===== src/rtl/ifetch_pkg.sv =====
// Shared types and constants for the instruction-fetch sequencer.
package ifetch_pkg;

   // One prefetch FIFO entry: the byte PC and the instruction fetched there.
   typedef struct packed {
      logic [31:0] pc;
      logic [31:0] instr;
   } fetch_entry_t;

   localparam int unsigned FETCH_ENTRY_W    = 64;
   localparam logic [31:0] PC_STEP          = 32'd4;
   localparam logic [31:0] DEFAULT_RESET_PC = 32'h0000_0000;

endpackage


===== src/rtl/ifetch_ctrl_fifo_sync.sv =====
// Synchronous FIFO with a single-cycle flush, used as the fetch prefetch buffer.
// The caller must never push when full without a same-cycle pop, nor pop when empty.
module fifo_sync #(
   parameter  int DEPTH = 4,
   parameter  int WIDTH = 64,
   localparam int PW    = (DEPTH > 1) ? $clog2(DEPTH) : 1,
   localparam int CW    = $clog2(DEPTH + 1)
) (
   input  logic             clk,
   input  logic             reset,
   input  logic             flush_i,
   input  logic             push_i,
   input  logic             pop_i,
   input  logic [WIDTH-1:0] wdata_i,
   output logic [WIDTH-1:0] rdata_o,
   output logic [CW-1:0]    count_o,
   output logic             full_o,
   output logic             empty_o
);

   logic [WIDTH-1:0] mem_q [DEPTH];
   logic [PW-1:0]    wr_ptr_q;
   logic [PW-1:0]    rd_ptr_q;
   logic [CW-1:0]    count_q;

   // Storage, pointers and occupancy; flush empties without touching storage.
   always_ff @(posedge clk or posedge reset) begin
      if (reset) begin
         for (int i = 0; i < DEPTH; i++) begin
            mem_q[i] <= '0;
         end
         wr_ptr_q <= '0;
         rd_ptr_q <= '0;
         count_q  <= '0;
      end else if (flush_i) begin
         wr_ptr_q <= '0;
         rd_ptr_q <= '0;
         count_q  <= '0;
      end else begin
         if (push_i) begin
            mem_q[wr_ptr_q] <= wdata_i;
            wr_ptr_q        <= wr_ptr_q + PW'(1);
         end
         if (pop_i) begin
            rd_ptr_q <= rd_ptr_q + PW'(1);
         end
         case ({push_i, pop_i})
            2'b10:   count_q <= count_q + CW'(1);
            2'b01:   count_q <= count_q - CW'(1);
            default: count_q <= count_q;
         endcase
      end
   end

   assign rdata_o = mem_q[rd_ptr_q];
   assign count_o = count_q;
   assign full_o  = (count_q == CW'(DEPTH));
   assign empty_o = (count_q == '0);

endmodule


===== src/rtl/ifetch_ctrl.sv =====
// Instruction-fetch sequencer: owns the fetch PC, reads the combinational
// instruction memory and buffers {pc, instr} pairs for decode.
// Optional build macro: IFETCH_ALIGN_CHECK_EN (misaligned redirect sets a
// sticky fetch_err and freezes fetch).
//
// Decode handshake: an entry transfers on a rising edge where if_valid and
// if_ready are both high; if_valid/if_pc/if_instr stay stable until then.
// A redirect in the same cycle wins and the transfer is discarded.
module ifetch_ctrl
   import ifetch_pkg::*;
#(
   parameter int          DEPTH    = 4,
   parameter logic [31:0] RESET_PC = DEFAULT_RESET_PC
) (
   input  logic        clk,
   input  logic        reset,
   output logic [31:0] imem_a,
   input  logic [31:0] imem_rd,
   output logic        if_valid,
   input  logic        if_ready,
   output logic [31:0] if_instr,
   output logic [31:0] if_pc,
   input  logic        redirect_valid,
   input  logic [31:0] redirect_pc,
   output logic        fetch_err
);

   localparam int CW = $clog2(DEPTH + 1);

   logic [31:0]   pc_q, pc_d;
   logic          push, pop, full, empty;
   logic          freeze;
   fetch_entry_t  wr_entry, head_entry;
   logic [CW-1:0] unused_fifo_count;

`ifdef IFETCH_ALIGN_CHECK_EN
   logic err_q, err_d;
   logic misalign;

   assign misalign = redirect_valid && (redirect_pc[1:0] != 2'b00);
   assign err_d    = err_q || misalign;
   assign freeze   = err_q || misalign;

   // Sticky misalignment flag, cleared only by reset.
   always_ff @(posedge clk or posedge reset) begin
      if (reset) begin
         err_q <= 1'b0;
      end else begin
         err_q <= err_d;
      end
   end

   assign fetch_err = err_q;
`else
   logic unused_align_bits;

   assign unused_align_bits = ^redirect_pc[1:0];
   assign freeze            = 1'b0;
   assign fetch_err         = 1'b0;
`endif

   assign pop  = if_valid && if_ready && !redirect_valid;
   assign push = !redirect_valid && !freeze && (!full || pop);

   // Next fetch PC: redirect target (word aligned), sequential step, or hold.
   always_comb begin
      pc_d = pc_q;
      if (redirect_valid) begin
         if (!freeze) begin
            pc_d = {redirect_pc[31:2], 2'b00};
         end
      end else if (push) begin
         pc_d = pc_q + PC_STEP;
      end
   end

   // Fetch PC register.
   always_ff @(posedge clk or posedge reset) begin
      if (reset) begin
         pc_q <= RESET_PC;
      end else begin
         pc_q <= pc_d;
      end
   end

   assign wr_entry = '{pc: pc_q, instr: imem_rd};

   fifo_sync #(
      .DEPTH (DEPTH),
      .WIDTH (FETCH_ENTRY_W)
   ) u_fifo (
      .clk     (clk),
      .reset   (reset),
      .flush_i (redirect_valid),
      .push_i  (push),
      .pop_i   (pop),
      .wdata_i (wr_entry),
      .rdata_o (head_entry),
      .count_o (unused_fifo_count),
      .full_o  (full),
      .empty_o (empty)
   );

   assign imem_a   = {2'b00, pc_q[31:2]};
   assign if_valid = !empty;
   assign if_pc    = head_entry.pc;
   assign if_instr = head_entry.instr;

endmodule


===== config.mk =====
export PLATFORM = sky130hd
export DESIGN_NAME = ifetch_ctrl
export DESIGN_NICKNAME = d
export VERILOG_FILES = /design/src/rtl/ifetch_pkg.sv /design/src/rtl/ifetch_ctrl_fifo_sync.sv /design/src/rtl/ifetch_ctrl.sv
export SDC_FILE = /design/constraint.sdc
export NUM_CORES = 1
export LEC_CHECK = 0
export ABC_AREA = 1
export CAP_MARGIN = 20
export CORE_ASPECT_RATIO = 0.7
export CORE_MARGIN = 3
export CORE_UTILIZATION = 50
export DETAILED_ROUTE_END_ITERATION = 8
export HOLD_SLACK_MARGIN = 0.03
export PLACE_DENSITY = 0.73
export SKIP_CTS_REPAIR_TIMING = 1
export SLEW_MARGIN = 20
export SYNTH_ARGS = -nofsm -noshare
export SYNTH_HDL_FRONTEND = slang
export SYNTH_SLANG_ARGS = --single-unit

===== constraint.sdc =====
create_clock -name clk -period 9.6 [get_ports clk]
set_input_delay 0.96 -clock clk [delete_from_list [all_inputs] [get_ports clk]]
set_output_delay 0.96 -clock clk [all_outputs]
set_load 0.1 [all_outputs]

==> metrics, run 1 <==
status complete, no violations; ANT cells 0; Crit-path slowest cell clkdlybuf4s50_1; I/O pin cnt 166; Iteration-0 DRC Markers 1,231; family with the most delay on the worst path buffers and inverters; worst path bufs/invs 3; port bufs 158; worst-margin pin slew 1.08 ns; largest cells by area after synthesis dfrtp_1, nand2_1, o21ai_1; WL final 35.0 mm; worst path cell trace clkinv_2 > buf_4 > o21ai_0 > o22ai_1 > clkdlybuf4s50_1; Hold Path End u_fifo.mem_q[190]; max-slew violation count 0; largest family of logic cells by synthesized area compound AO/OA/AOI/OAI gates; CP Data Arrival Time around 4.2 ns; CP Max Fanout slightly below 90; Final GP Congestion a little over 0.9; crit end category primary output; Synth Area in Adders 0.00659; setup TNS 0 ns; clk_lat worst skew 0.56 ns; Num CTS Buffers 28; area share of the largest cell type after synthesis 0.537; Simple-Gate Fraction of Synth Area 0.187; worst r2r dst u_fifo.mem_q[173]; Fmax 193 MHz; Slew HR 0.281; fraction of registers with async set/reset 1.00; syn avg cell area 8.27 um2; reg2reg setup slack 6.46 ns; Synth Area in Compound Gates 0.192; final period utilization 0.541; CTS HTree Levels 1; Period minus WS final 5.19 ns; GRT overflow 0; post-synthesis cell count 1,607; Clk pin slew, worst setup/hold paths 0.06 ns; Layout Nets 1,778; PnR worst setup slack 4.41 ns; area of the core about 0.026 mm2; number of remaining DRC errors 0; prevailing post-synth register cell dfrtp_1; post-synthesis xor/xnor area fraction 0.00396; FF-to-FF Start u_fifo.count_o[0]; pre-CTS setup slack 5.05 ns; mux share of post-synthesis cell area 0; layout cell share with drive strength beyond 1 0.0476; synthesized flop and latch total 285; Die Area 0.0286 mm2; dpl hpwl 21.2 mm; CTS root buf clkbuf_16; critical path class flop to primary output; Wirelength per Cell 16.8 um; Rows between 40 and 50; total of max-cap violations 0; worst r2r path cells 9; Die W 201 um; initial antenna violation count 0; register area share after synthesis 0.537; slowest stage delay, CP 1.22 ns; vias in the first global route 10,673; Crit path required time 8.64 ns; DR vias 11,384; GRT Overall Usage 0.244; YS warnings 0; Hold Path Cell Cnt 2; startpoint types flop; Clock Skews 0.0273 ns; global-route wire length before repair 57.4 mm; iteration count of the initial detailed-routing pass 7; Synth cell types 31; Hold Vio Cnt, Final 0; Yosys top cell by area dfrtp_1; Die Y about 140 um; most frequent cell after synthesis nand2_1; clock buffer depth 3; Mapped Area roughly 0.013 mm2; Post-synth EDFFs 0; Via density 5.47; hold path start u_fifo.mem_q[190]; cell depth of the worst setup path 5; RSZ-0062 raised after global routing no; Area Overhead vs Synth 19.2%; Final Setup Violations 0; Synth top cells by count nand2_1, dfrtp_1, o21ai_1; remaining antenna violation count 0; Starting Density 0.512; pin count of the biggest net entering global routing 97; hold crit path type flop to flop; CTS tree done; CTS sink cnt 285
sequential cells by signal, indices dropped and copies added (netlist names):
| name | cells |
|---|---|
| u_fifo.wr_ptr_q | 2 |
| u_fifo.mem_q | 248 |
| pc_q | 30 |
| u_fifo.count_o | 3 |
| u_fifo.rd_ptr_q | 2 |
cell usage in the layout (no fill, tap or decap), drive strengths merged, types with 12 or more instances in the layout:
cell,count
buf,12
clkbuf,41
clkdlybuf4s50,158
dfrtp,285
inv,90
nand2,403
nand3,45
nor2,175
o21ai,396
o22ai,62
routing by layer:
layer / track usage / wire length (um) / share of wire
met3: 0.0361 / 2600 / 0.074
met4: 0.0425 / 535 / 0.015
met5: 0 / 0 / 0
met2: 0.387 / 15800 / 0.45
met1: 0.365 / 16100 / 0.46
worst reg2reg max path, stage by stage (launching register included):
cell	delay, ns
dfrtp_1	0.37
inv_1	0.07
ha_1	0.26
a21boi_4	0.22
inv_2	0.09
a21oi_4	0.56
nand2_4	0.57
buf_4	0.60
nand2_1	0.17
o21ai_1	0.07
cell families after synthesis:
logic type / Yosys count
buffers and inverters: 199
and+or+nand+nor: 632
other: 1
adders and majority gates: 7
DFF: 285
AOI/OAI and AO/OA: 477
xor gates and xnor gates: 6
how the worst max path moves through the flow:
stage | startpoint | end | slack [ns]
finish | u_fifo.rd_ptr_q[0] | if_pc[20] | 4.41
global placement | u_fifo.rd_ptr_q[0] | if_pc[20] | 5.04
global route | u_fifo.rd_ptr_q[0] | if_pc[20] | 4.21
floorplan | reset | pc_q[10] | 0.78
detailed placement | u_fifo.rd_ptr_q[0] | if_pc[20] | 5.05
CTS | u_fifo.rd_ptr_q[0] | if_pc[19] | 4.44
area by class of cell:
| type | instances | area, um2 |
|---|---|---|
| multi-input combinational | 1127 | 5180 |
| tap | 357 | 447 |
| sequential | 285 | 7140 |
| clock inverter | 10 | 189 |
| inverter | 91 | 350 |
| clock buffer | 41 | 851 |
| fill | 2293 | 10100 |
| timing repair buffer | 170 | 1680 |
stage by stage:
step	hold slack (ns)	cells	area (um2)	util
5_1_grt	0.505	2081	15800	0.610
3_3_place_gp	0.461	2030	14800	0.570
4_1_cts	0.480	2081	15800	0.610
6_report	0.477	2081	15800	0.610
2_1_floorplan	0.448	1611	13300	-
3_5_place_dp	0.464	2030	14800	0.570
Power of run 1 is left out: the tool's default activity adds up to more than one toggle a clock period on the data nets, which glitch-free logic cannot reach.
==> run 2, diff against run 1 <==
--- a/config.mk
+++ b/config.mk
@@ -12,7 +12,7 @@
 export CORE_UTILIZATION = 50
 export DETAILED_ROUTE_END_ITERATION = 8
 export HOLD_SLACK_MARGIN = 0.03
-export PLACE_DENSITY = 0.73
+export PLACE_DENSITY = 0.76
 export SKIP_CTS_REPAIR_TIMING = 1
 export SLEW_MARGIN = 20
 export SYNTH_ARGS = -nofsm -noshare
==> constraint.sdc (replaced) <==
create_clock -name clk -period 4.4 [get_ports clk]
set_input_delay 0.44 -clock clk [delete_from_list [all_inputs] [get_ports clk]]
set_output_delay 0.44 -clock clk [all_outputs]
set_load 0.1 [all_outputs]
==> run 2 against run 1 <==
Effect of this change: clock skew fell by 0.019 ns; clock-buffer cell count fell by 1; non-clock buffer count rose by 14; sequential cell count did not move; wire length rose by 0.56%; critical path type unchanged; critical endpoint is now if_instr[29]; largest cell class unchanged.
==> metrics, run 2 (synthesis gave the netlist of run 1 again) <==
most frequent cells in the layout nand2_1, dfrtp_1, o21ai_1 (unchanged); port bufs 158 (unchanged); Layout Nets 1,793 (was 1,778); cell mode on critical path buf_4; most common cell after layout, fill and taps aside nand2_1 (unchanged); WL final 35.2 mm (was 35.0 mm); slowest stage delay, CP 0.81 ns (was 1.22 ns); Iteration-0 DRC Markers 918 (was 1,231); final period utilization 0.764; total of max-cap violations 0 (unchanged); Clock Skews 0.00867 ns (was 0.0273 ns); Rows 49 (unchanged); vias in the first global route 10,875 (was 10,673); Die W 201 um (unchanged); ANT cells 0 (unchanged); Die Area 0.0286 mm2 (unchanged); hold crit path type input port to async pin (was flop to flop); Area Overhead vs Synth 18.1% (was 19.2%); CP Max Fanout 50 (was 87); critical path class flop to primary output (unchanged); max FFs per register 248 (unchanged); Final Setup Violations 0 (unchanged); GRT overflow 0 (unchanged); Period minus WS final roughly 3.4 ns; Clk pin slew, worst setup/hold paths 0.07 ns (was 0.06 ns); startpoint types flop (unchanged); Slew HR 0.299 (was 0.281); Crit-path slowest cell dfrtp_4 (was clkdlybuf4s50_1); initial antenna violation count 0 (unchanged); Die Y 142 um (unchanged); setup TNS 0 ns (unchanged); CTS HTree Levels 1 (unchanged); global-route wire length before repair 57.4 mm (about the same); Final GP Congestion 0.933 (was 0.918); area of the core 0.0259 mm2 (unchanged); Starting Density 0.512 (unchanged); CTS sink cnt 285 (unchanged); worst path cell trace clkinv_2 > buf_4 > o21ai_0 > o22ai_1 > buf_4 (was clkinv_2 > buf_4 > o21ai_0 > o22ai_1 > clkdlybuf4s50_1); Reg with most FFs u_fifo.mem_q (unchanged); worst-margin pin slew 1.05 ns (was 1.08 ns); remaining antenna violation count 0 (unchanged); Via density 5.51 (was 5.47); Wirelength per Cell 16.8 um (about the same); CTS root buf clkbuf_16 (unchanged); pin count of the biggest net entering global routing 88 (was 97); fin util 0.605 (was 0.610); iteration count of the initial detailed-routing pass 5 (was 7); clock buffer depth 3 (unchanged); Fmax 297 MHz; DR vias 11,540 (was 11,384); I/O pin cnt 166 (unchanged); dpl hpwl 22.3 mm (was 21.2 mm); Hold Vio Cnt, Final 0 (unchanged); Crit path required time 3.96 ns (was 8.64 ns); RSZ-0062 raised after global routing no (unchanged); number of remaining DRC errors 0 (unchanged); status complete, no violations (unchanged); GRT Overall Usage 0.244 (about the same); max-slew violation count 0 (unchanged); CTS tree done (unchanged); CP Data Arrival Time 2.92 ns (was 4.23 ns); clk_lat worst skew 0.54 ns (was 0.56 ns); layout cell share with drive strength beyond 1 0.0898 (was 0.0476); crit end category primary output (unchanged); Num CTS Buffers 29 (was 28)
==> run 2: cell types whose count changed in the layout (fill, tap and decap cells not counted), moves of 2 or more <==
cell,before,now
buf_4,11,85
clkdlybuf4s50_1,158,96
bufinv_16,5,1
buf_12,0,3
clkinv_2,4,7
clkinvlp_4,1,4
clkbuf_8,8,6
==> run 2: final timing paths <==
path / startpoint / end / slack (ns) / cells after the start
max: u_fifo.rd_ptr_q[0] / if_instr[29] / 1.04 / 5
min: reset / u_fifo.mem_q[6] / 0.45 / 2
max reg2reg: u_fifo.count_o[0] / u_fifo.mem_q[2] / 1.41 / 9
min reg2reg: u_fifo.mem_q[127] / u_fifo.mem_q[127] / 0.48 / 2
max in group asynchronous: reset / pc_q[5] / 2.97 / 3
min in group clk: redirect_pc[5] / pc_q[5] / 0.47 / 3
==> run 2: through the flow <==
stage               worst slack [ns]  instance area [um2]  hold slack [ns]  instances
floorplan                      0.183                13300            0.448       1611
global placement                1.19                14800            0.461       2044
detailed placement              1.17                14800            0.468       2044
CTS                             1.06                15700            0.460       2095
global route                   0.871                15700            0.463       2095
finish                          1.04                15700            0.446       2095
==> run 2: final cells by class <==
type | instances | area (um2)
fillers | 2306 | 10200
flip-flops and latches | 285 | 7140
multi-input cells | 1127 | 5180
repair buffers | 184 | 1660
clock buffers | 40 | 827
well taps | 357 | 447
inverters | 91 | 347
clock inverters | 11 | 91.3
==> run 2: per-layer routing <==
metal / vias to the layer above / track usage / wire (um)
met5: - / 0 / 0
met4: 0 / 0.0506 / 561
met3: 40 / 0.0402 / 2610
met2: 463 / 0.377 / 15600
met1: 5507 / 0.366 / 16500
li1: 5530 / - / -
==> run 2: critical path, delay by kind of cell (launching register included) <==
kind	cells	cell delay [ns]
buf+inv	3	1.14
flops	1	0.81
compound gates	2	0.39
Power of run 2 is left out for the same reason.
